==> src/rtl/alu_adder_hold.sv <==
// alu_adder_hold: two-stage ALU adder with hold register; ALU_DECIMAL_MODE_EN adds BCD adjust for DAA/DSA
module alu_adder_hold (
  input  logic       clk,
  input  logic       reset,
  input  logic [7:0] SB,
  input  logic [7:0] DB,
  input  logic [7:0] ADL,
  input  logic       SB_ADD,
  input  logic       O_ADD,
  input  logic       DB_ADD,
  input  logic       DB_N_ADD,
  input  logic       ADL_ADD,
  input  logic       SUMS,
  input  logic       ANDS,
  input  logic       EORS,
  input  logic       ORS,
  input  logic       SRS,
  input  logic       I_ADDC,
  input  logic       DAA,
  input  logic       DSA,
  output logic [7:0] Adder_Hold_Register_Out,
  output logic       ACR,
  output logic       AVR,
  output logic       Result_Valid
);
  typedef enum logic [2:0] {OP_SUM, OP_AND, OP_EOR, OP_OR, OP_SR} op_e;
  logic [7:0] a, b, and_r, sum_r, res;
  logic [8:0] sum9;
  logic       pend, cin, strobe, sum_c, sum_v, res_c, res_v;
  op_e        op, op_nx;
  assign strobe = SUMS | ANDS | EORS | ORS | SRS;
  assign op_nx  = SUMS ? OP_SUM : ANDS ? OP_AND : EORS ? OP_EOR : ORS ? OP_OR : OP_SR;
  always_ff @(posedge clk or posedge reset) begin
    if (reset) begin
      a    <= 8'h00;
      b    <= 8'h00;
      pend <= 1'b0;
      op   <= OP_SUM;
      cin  <= 1'b0;
    end else begin
      if (O_ADD | SB_ADD) a <= O_ADD ? 8'h00 : SB;
      if (DB_ADD | DB_N_ADD | ADL_ADD) b <= DB_ADD ? DB : DB_N_ADD ? ~DB : ADL;
      pend <= strobe;
      if (strobe) begin
        op  <= op_nx;
        cin <= I_ADDC;
      end
    end
  end
  assign sum9  = {1'b0, a} + {1'b0, b} + {8'b0, cin};
  assign and_r = a & b;
  assign sum_v = ~(a[7] ^ b[7]) & (sum9[7] ^ a[7]);
`ifdef ALU_DECIMAL_MODE_EN
  logic       daa, dsa, lo_adj, hi_adj;
  logic [4:0] lo;
  logic [8:0] t9;
  always_ff @(posedge clk or posedge reset) begin
    if (reset) begin
      daa <= 1'b0;
      dsa <= 1'b0;
    end else if (strobe) begin
      daa <= DAA & ~DSA;
      dsa <= DSA & ~DAA;
    end
  end
  // nibble carry comes from the raw operands, not the binary sum
  assign lo     = {1'b0, a[3:0]} + {1'b0, b[3:0]} + {4'b0, cin};
  assign lo_adj = lo[4] | (sum9[3:0] > 4'd9);
  assign t9     = sum9 + (lo_adj ? 9'h006 : 9'h000);
  assign hi_adj = sum9[8] | (t9 > 9'h09F);
  assign sum_r  = daa ? t9[7:0] + (hi_adj ? 8'h60 : 8'h00)
                : dsa ? sum9[7:0] - (lo[4] ? 8'h00 : 8'h06) - (sum9[8] ? 8'h00 : 8'h60)
                : sum9[7:0];
  assign sum_c  = daa ? hi_adj : sum9[8];
`else
  logic unused_dec;
  assign unused_dec = DAA ^ DSA;
  assign sum_r      = sum9[7:0];
  assign sum_c      = sum9[8];
`endif
  assign res   = op == OP_SUM ? sum_r : op == OP_AND ? and_r : op == OP_EOR ? a ^ b
               : op == OP_OR ? a | b : {cin, and_r[7:1]};
  assign res_c = op == OP_SUM ? sum_c : op == OP_SR ? and_r[0] : 1'b0;
  assign res_v = (op == OP_SUM) & sum_v;
  always_ff @(posedge clk or posedge reset) begin
    if (reset) begin
      Adder_Hold_Register_Out <= 8'h00;
      ACR                     <= 1'b0;
      AVR                     <= 1'b0;
      Result_Valid            <= 1'b0;
    end else begin
      Result_Valid <= pend;
      if (pend) begin
        Adder_Hold_Register_Out <= res;
        ACR                     <= res_c;
        AVR                     <= res_v;
      end
    end
  end
endmodule

==> config.mk <==
export PLATFORM = sky130hd
export DESIGN_NAME = alu_adder_hold
export DESIGN_NICKNAME = d
export VERILOG_FILES = /design/src/rtl/alu_adder_hold.sv
export SDC_FILE = /design/constraint.sdc
export NUM_CORES = 1
export LEC_CHECK = 0
export ABC_AREA = 1
export CORE_UTILIZATION = 51
export DETAILED_ROUTE_END_ITERATION = 12
export PLACE_DENSITY = 0.93
export SETUP_SLACK_MARGIN = 0.5
export SYNTH_ARGS = -nofsm -noshare
export SYNTH_HDL_FRONTEND = slang
export SYNTH_SLANG_ARGS = --single-unit
==> constraint.sdc <==
create_clock -name clk -period 2.35 [get_ports clk]
set_input_delay 0.3525 -clock clk [delete_from_list [all_inputs] [get_ports clk]]
set_output_delay 0.3525 -clock clk [all_outputs]
set_load 0.01 [all_outputs]
==> results.yml, run 1 <==
sta:
  post-route-min-period_ns: 1.80
  fmax_mhz: 556
  setup_ws_ns: 0.552
  worst_pin_slew_ns: 0.525
  slew_headroom_pct: 64.7
  tns_ns: 0
  finalCritPeriodShare_pct: 76.5
  rsz0062_at_grt: "yes"
  fin_skew_ns: 0.00832
  drv_slew: 0
  setup_violations: 0
  final-hold-violation-count: 0
setup_path:
  critPathSlowestCell: "fa_2"
  path_buf_inv: 2
  start_kind: "flip-flop"
  end_kind: "flip-flop"
  arrival_ns: 1.97
  slowest_delay_ns: 0.41
  crit_path_cell_trace: "inv_2, fa_2, inv_4, fa_2, or2_0, o2111ai_1, nand2_1"
  reg2reg_from: "cin"
  crit_start: "cin"
  critical_path_class: "reg -> reg"
  crit_top_cell: "fa_2"
  worst-path-max-fanout: 3
  cp.required_ns: 2.52
  critPathTopFamily: "adder cells"
synth:
  yosysTopAreaCell: "dfrtp_1"
  syn_avg_cell_area_um2: 7.12
  synth_warnings: 0
  synth_seq_cells: 32
  yosysUniqueCellTypes: 29
  syn-cell-area_mm2: 0.00226
  synth_area_leaders: "dfrtp_1 35%, nand2_1 14%, ha_1 8.9%"
  yosysTopAreaCellShare_pct: 35.5
  ys_seq_area_share_pct: 35.5
  syn_nets: 374
  syn-instance-count: 317
routing:
  drt_iter0_markers: 163
  dr.pass1.iters: 4
  routedWlPerCell_um: 12.4
  vias: 2207
  route.detailed.drc: 0
  routed_via_density: 5.25
  antenna_left: 0
  routed_wl_um: 5190
final_layout:
  nets: 426
  post-route-util_pct: 70.4
  nFillCells: 328
  layout_commonest_cell: "nand2_1"
  synthToLayoutAreaGrowth_pct: 28.3
  layout_common_cells: "86 x nand2_1, 47 x clkdlybuf4s50_1, 45 x inv_1"
  drive_gt1_share_pct: 9.19
  insertedDiodeCount: 0
grt:
  grt_max_degree: 33
  grt_use_total_pct: 24.5
  grt_pass1_vias: 1984
  grt_pass1_wl_um: 8430
  antenna_found_initial: 0
  grt_overflow: 0
placed_design:
  dp_hpwl_um: 4160
  io_buffers: 47
  gp_congestion: 0.892
  dp_slack_ns: 0.427
power:
  finalPower_mw: 1.56
  total_leakage_power_nw: 1.42
  powerDensity_mw_per_mm2: 539
  peakVddDrop_v: 0.000275
floorplan:
  initial_core_util_pct: 54.8
  die_y_um: 68.5
  die-area_mm2: 0.00469
  ios: 50
  rows: 23
  core-area_mm2: 0.00412
  die_w_um: 68.5
cts:
  htreeDepth: 2
  cts_tree: "built"
  cts_buffers: 5
  cts_root_buffer: "clkbuf_8"
  cts.clk_slew.worst_paths_ns: 0.07
  worstSkewPairLatency_ns: 0.29
  cts_buffer_depth: 2
  cts_hold_buffers: 0
  clock_sinks: 32
run:
  cap_violations: 0
outcome:
  status: "complete, no violations"
worst_hold_path:
  hold_path.class: "in -> async"
cells by family (layout without fill, tap and decap cells):
kind of cell | count (synthesis) | in the layout | synth area share (%)
compound gates | 54 | 54 | 13.5
xor+xnor | 2 | 2 | 0.777
fa+ha+maj | 18 | 18 | 10.6
buf+inv | 61 | 114 | 10.4
flops | 32 | 32 | 35.5
simple gates | 150 | 150 | 29.1
per-stage QoR:
step | instance area, um^2 | cells | hold slack, ns
finish | 2900 | 420 | 0.432
global route | 2900 | 420 | 0.510
CTS | 2880 | 418 | 0.447
detailed placement | 2770 | 409 | 0.466
global placement | 2770 | 409 | 0.462
floorplan | 2260 | 317 | 0.399
path summary, 6_finish.rpt:
kind	endpoint	slack (ns)	depth (start not counted)
setup / recovery	Adder_Hold_Register_Out[1]	0.55	7
hold / removal	b[7]	0.43	3
setup reg to reg	Adder_Hold_Register_Out[1]	0.55	7
hold reg to reg	Adder_Hold_Register_Out[1]	0.47	2
max in group asynchronous	Adder_Hold_Register_Out[2]	1.63	3
min in group clk	Adder_Hold_Register_Out[1]	0.47	2
power breakdown:
| group | switching [mW] | internal, mW |
|---|---|---|
| Clock | 0.208 | 0.238 |
| Combinational | 0.239 | 0.225 |
| Sequential | 0.0433 | 0.608 |
| Total | 0.491 | 1.07 |
cells in the mapped netlist, drive strengths merged:
cell,number
o21ai,23
nand2,91
fa,2
a21boi,1
nor4,1
o2111ai,2
inv,54
a21oi,18
or2,3
buf,3
nand3,28
dfrtp,32
clkbuf,4
xor2,2
nor2,23
o211ai,8
nor3,1
o22ai,1
o311ai,1
ha,16
nand4,3
registers in the layout, indices dropped and copies added, names as in the netlist:
signal                   cells
Adder_Hold_Register_Out      8
a                            8
b                            8
op                           3
ACR                          1
AVR                          1
Result_Valid                 1
cin                          1
pend                         1
final cells by class:
cell class                 instances  area [um^2]  area share [%]
timing repair buffer              52          508            17.5
multi-input combinational        224         1220            42.3
inverter                          54          205            7.09
clock buffer                       7         86.3            2.98
sequential                        32          801            27.7
tap                               50         62.6            2.16
clock inverter                     1         7.51           0.259
metal layers:
layer,wire (um),GRT usage (%)
met2,2540,42.3
met4,157,13.5
met5,0,0
met3,324,5.26
met1,2180,28.1
worst min-delay path, stage by stage:
cell             delay [ns]
clkdlybuf4s50_1        0.39
inv_1                  0.05
buf_4                  0.34
repair_timing:
item,in CTS,in global routing
endpoints found under the setup margin,1,4
pin swaps,0,5
gates resized for setup,2,5
setup buffers,1,2
gates cloned,0,0
Note: power is estimated with default switching activity, not from simulation.
==> inputs of run 2 (changes only) <==
--- a/config.mk
+++ b/config.mk
@@ -6,9 +6,9 @@
 export NUM_CORES = 1
 export LEC_CHECK = 0
 export ABC_AREA = 1
-export CORE_UTILIZATION = 51
+export CORE_UTILIZATION = 46
 export DETAILED_ROUTE_END_ITERATION = 12
-export PLACE_DENSITY = 0.93
+export PLACE_DENSITY = 0.89
 export SETUP_SLACK_MARGIN = 0.5
 export SYNTH_ARGS = -nofsm -noshare
 export SYNTH_HDL_FRONTEND = slang
==> constraint.sdc (replaced) <==
create_clock -name clk -period 1.55 [get_ports clk]
set_input_delay 0.2325 -clock clk [delete_from_list [all_inputs] [get_ports clk]]
set_output_delay 0.2325 -clock clk [all_outputs]
set_load 0.01 [all_outputs]
==> results.yml, run 2 (synthesis gave the netlist of run 1 again) <==
setup_path:
  worst-path-max-fanout: 2
  arrival_ns: 1.99
  reg2reg_slack_ns: -0.28
  end_kind: "flip-flop"
  start_kind: "flip-flop"
  reg2regPathDepth: 7
  cp.required_ns: 1.71
  critical_path_class: "reg -> reg"
final_layout:
  layout_commonest_cell: "nand2_1"
  drive_gt1_share_pct: 27.1
  top_regs: "Adder_Hold_Register_Out x8, a x8, b x8"
  layout_common_cells: "79 x nand2_1, 43 x inv_1, 33 x clkdlybuf4s50_1"
  synthToLayoutAreaGrowth_pct: 47.0
  nFillCells: 368
  finalInstanceArea_mm2: 0.00332
  post-route-util_pct: 70.2
  insertedDiodeCount: 0
  nets: 455
cts:
  cts.clk_slew.worst_paths_ns: 0.07
  cts_hold_buffers: 0
  cts_buffer_depth: 2
  htreeDepth: 2
  cts_root_buffer: "clkbuf_8"
  cts_buffers: 5
  worstSkewPairLatency_ns: 0.29
  cts_tree: "built"
  clock_sinks: 32
power:
  peakVddDrop_v: 0.000471
  finalPower_mw: 2.48
  total_leakage_power_nw: 1.65
  powerDensity_mw_per_mm2: 748
sta:
  slew_headroom_pct: 71.1
  finalCritPeriodShare_pct: 118
  setup_violations: 10
  setup_ws_ns: -0.278
  drv_slew: 0
  post-route-min-period_ns: 1.83
  fin_skew_ns: 0.0128
  final-hold-violation-count: 0
  worst_pin_slew_ns: 0.428
  fmax_mhz: 547
  rsz0062_at_grt: "yes"
floorplan:
  core-area_mm2: 0.00472
  die-area_mm2: 0.00519
  die_y_um: 72.0
  rows: 25
  ios: 50
  die_w_um: 72.0
  initial_core_util_pct: 47.8
placed_design:
  dp_hpwl_um: 4540
  gp_congestion: 0.929
  io_buffers: 47
  place_area_mm2: 0.00297
routing:
  vias: 2356
  routed_via_density: 5.07
  wirelength_met1_um: 2670
  dr.pass1.iters: 4
  wl_met3_um: 286
  drt_iter0_markers: 64
  route.detailed.drc: 0
  routed_wl_um: 6120
  highest_layer: "met4"
  routedWlPerCell_um: 13.2
  wl_met2_um: 3080
  antenna_left: 0
outcome:
  violations: "setup timing"
  status: "finished, violations left"
worst_hold_path:
  hold_path.class: "in -> async"
grt:
  grt_pass1_wl_um: 10200
  grt_pass1_vias: 2301
  grt_use_total_pct: 25.6
  grt_overflow: 0
  grt_max_degree: 33
  antenna_found_initial: 0
run:
  cap_violations: 0
run 2: cell types whose count changed in the layout (fill, tap and decap cells not counted), sizes merged:
cell           change
clkinv             +1
clkinvlp           -1
dlymetal6s2s       +2
dlygate4sd2        +1
buf               +40
clkdlybuf4s50     -14
clkbuf             -1
run 2: final cells by class:
cell class	instances	area [um^2]	share of cell area (%)
multi-input combinational	224	1430	43.0
clock inverter	1	5.00	0.151
timing repair buffer	81	719	21.7
sequential	32	803	24.2
tap	67	83.8	2.53
clock buffer	6	72.6	2.19
inverter	54	205	6.19
run 2: layer usage:
layer / global-route usage [%] / vias up
li1: - / 1176
met1: 30.9 / 1090
met2: 45.5 / 81
met3: 4.17 / 9
met4: 10.2 / 0
met5: 0 / -
run 2: final timing paths:
path	startpoint	to
min in group clk	DB_ADD	b[5]
max in group asynchronous	reset	op[1]
max	a[0]	Adder_Hold_Register_Out[1]
min	reset	op[0]
min reg2reg	Adder_Hold_Register_Out[1]	Adder_Hold_Register_Out[1]
max reg2reg	a[0]	Adder_Hold_Register_Out[1]
run 2: worst max-delay path: stages (launching register included):
cell,delay (ns)
dfrtp_1,0.38
inv_2,0.06
fa_2,0.40
inv_2,0.08
fa_2,0.41
or2_0,0.21
o2111ai_1,0.09
nand2_1,0.08
run 2: what timing repair did:
action                                  4_1_cts  5_1_grt
resized for setup                            62       32
endpoints found under the setup margin       29       27
endpoints found under the hold margin         0        0
pin swaps                                     9       19
buffers inserted                             14        3
run 2: where the power goes:
| part | switching [mW] | leakage [nW] | internal (mW) |
|---|---|---|---|
| logic | 0.450 | 1.22 | 0.427 |
| clock network | 0.306 | 0.0410 | 0.305 |
| registers | 0.0691 | 0.395 | 0.922 |
run 2: stage by stage:
step | setup WS, ns | hold WS [ns] | setup TNS (ns) | cells
after floorplan | -0.103 | 0.342 | -0.285 | 317
after global placement | -0.145 | 0.459 | -0.693 | 441
after detailed placement | -0.202 | 0.469 | -1.07 | 441
after CTS | -0.226 | 0.343 | -1.52 | 462
after global routing | -0.342 | 0.392 | -2.17 | 465
final | -0.278 | 0.332 | -1.31 | 465
==> inputs of run 3 (changes only) <==
--- a/config.mk
+++ b/config.mk
@@ -9,6 +9,7 @@
 export CORE_UTILIZATION = 46
 export DETAILED_ROUTE_END_ITERATION = 12
 export PLACE_DENSITY = 0.89
+export REMOVE_ABC_BUFFERS = 1
 export SETUP_SLACK_MARGIN = 0.5
 export SYNTH_ARGS = -nofsm -noshare
 export SYNTH_HDL_FRONTEND = slang
==> results.yml, run 3 (synthesis gave the netlist of run 1 again) <==
outcome:
  status: "finished, violations left"
  violations: "setup timing"
sta:
  fmax_mhz: 564
  finalCritPeriodShare_pct: 114
  setup_ws_ns: -0.223
  tns_ns: -1.13
  final-hold-violation-count: 0
  slew_headroom_pct: 73.0
  drv_slew: 0
  post-route-min-period_ns: 1.77
  setup_violations: 8
  fin_skew_ns: 0.00416
  rsz0062_at_grt: "yes"
  worst_pin_slew_ns: 0.404
  timing.hold.ws_ns: 0.329
setup_path:
  reg2reg_from: "cin"
  crit_path_cell_trace: "inv_2, fa_2, inv_2, fa_2, or2_0, o2111ai_1, nand2_1"
  critical_path_class: "reg -> reg"
  end_kind: "flip-flop"
  reg2reg_slack_ns: -0.22
  crit_start: "cin"
  arrival_ns: 1.95
  reg2regPathDepth: 7
  start_kind: "flip-flop"
  cp.required_ns: 1.73
  critPathSlowestCell: "fa_2"
  path_buf_inv: 2
  critPathTopFamily: "adder cells"
  worst-path-max-fanout: 2
  rr_endpoint: "Adder_Hold_Register_Out[1]"
  slowest_delay_ns: 0.42
grt:
  antenna_found_initial: 0
  grt_max_degree: 33
  grt_overflow: 0
  grt_pass1_vias: 2327
  grt_pass1_wl_um: 10200
  grt_use_total_pct: 25.7
final_layout:
  layout_commonest_cell: "nand2_1"
  ff_latch_area_um2: 805
  nFillCells: 364
  synthToLayoutAreaGrowth_pct: 50.7
  multi_input_area_mm2: 0.00142
  layout_common_cells: "78 x nand2_1, 44 x inv_1, 42 x buf_4"
  insertedDiodeCount: 0
  nets: 466
  top_regs: "Adder_Hold_Register_Out x8, a x8, b x8"
  drive_gt1_share_pct: 29.0
power:
  p_comb_share_pct: 33.3
  seq_power_share_pct: 34.9
  total_leakage_power_nw: 1.70
  powerDensity_mw_per_mm2: 829
  peakVddDrop_v: 0.000508
  p_switching_uw: 864
  p_sw_share_pct: 30.7
  p_int_mw: 1.96
  p_clk_share_pct: 31.7
routing:
  vias: 2511
  routed_via_density: 5.26
  dr.pass1.iters: 5
  routed_wl_um: 6460
  routedWlPerCell_um: 13.5
  drt_iter0_markers: 195
  antenna_left: 0
  route.detailed.drc: 0
placed_design:
  gp_congestion: 0.898
  io_buffers: 47
  dp_hpwl_um: 4460
worst_hold_path:
  hold_path.class: "in -> async"
cts:
  cts_buffer_depth: 2
  cts_hold_buffers: 0
  clock_sinks: 32
  htreeDepth: 2
  cts_tree: "built"
  cts.clk_slew.worst_paths_ns: 0.07
  worstSkewPairLatency_ns: 0.29
  cts_root_buffer: "clkbuf_8"
  cts_buffers: 5
floorplan:
  core-area_mm2: 0.00472
  initial_core_util_pct: 47.8
  die_w_um: 72.0
  ios: 50
  rows: 25
  die-area_mm2: 0.00519
  die_y_um: 72.0
run:
  cap_violations: 0
==> run 3: layout make-up <==
class	instances	area share [%]
flip-flops and latches	32	23.7
clock buffers	7	2.83
inverters	54	6.03
clock inverters	1	0.883
well taps	67	2.47
repair buffers	92	22.4
multi-input cells	224	41.7
==> run 3: repair_timing <==
action,in CTS,in global routing
gates cloned,0,0
gates resized for setup,73,28
endpoints found under the hold margin,0,0
setup endpoints to repair,29,22
setup buffers,11,6
pin swaps,10,10
==> run 3: power groups by stage <==
stage	clock network (mW)	logic, mW	registers (mW)
2_1_floorplan	0	0.363	1.01
3_3_place_gp	0	0.765	0.993
3_5_place_dp	0	0.784	0.999
4_1_cts	0.902	0.842	0.982
5_1_grt	0.934	1.03	0.993
6_report	0.895	0.940	0.985
==> run 3: through the flow <==
| step | area, um^2 | setup slack (ns) | cells | utilization, % | total power, mW |
|---|---|---|---|---|---|
| floorplan | 2220 | -0.219 | 310 | - | 1.38 |
| global placement | 2990 | -0.250 | 452 | 63.3 | 1.76 |
| detailed placement | 2990 | -0.279 | 452 | 63.3 | 1.78 |
| CTS | 3250 | -0.187 | 471 | 68.7 | 2.72 |
| global route | 3400 | -0.265 | 477 | 72.0 | 2.96 |
| finish | 3400 | -0.223 | 477 | 72.0 | 2.82 |
==> run 3: worst max path at each step <==
| stage | end | depth (start not counted) |
|---|---|---|
| CTS | Adder_Hold_Register_Out[1] | 7 |
| finish | Adder_Hold_Register_Out[1] | 7 |
| detailed placement | Adder_Hold_Register_Out[1] | 7 |
| global route | Adder_Hold_Register_Out[3] | 12 |
| global placement | Adder_Hold_Register_Out[1] | 7 |
| floorplan | Adder_Hold_Register_Out[1] | 7 |
==> run 3: metal layers <==
metal | track usage (%) | vias up | part of all wire (%)
li1 | - | 1197 | -
met1 | 30.3 | 1151 | 39
met2 | 46.1 | 132 | 51
met3 | 5.28 | 31 | 6.8
met4 | 9.37 | 0 | 2.8
met5 | 0 | - | 0
==> run 3: worst min-delay path: stages <==
cell and delay (ns):
clkdlybuf4s50_1 0.39, inv_1 0.05, buf_4 0.36
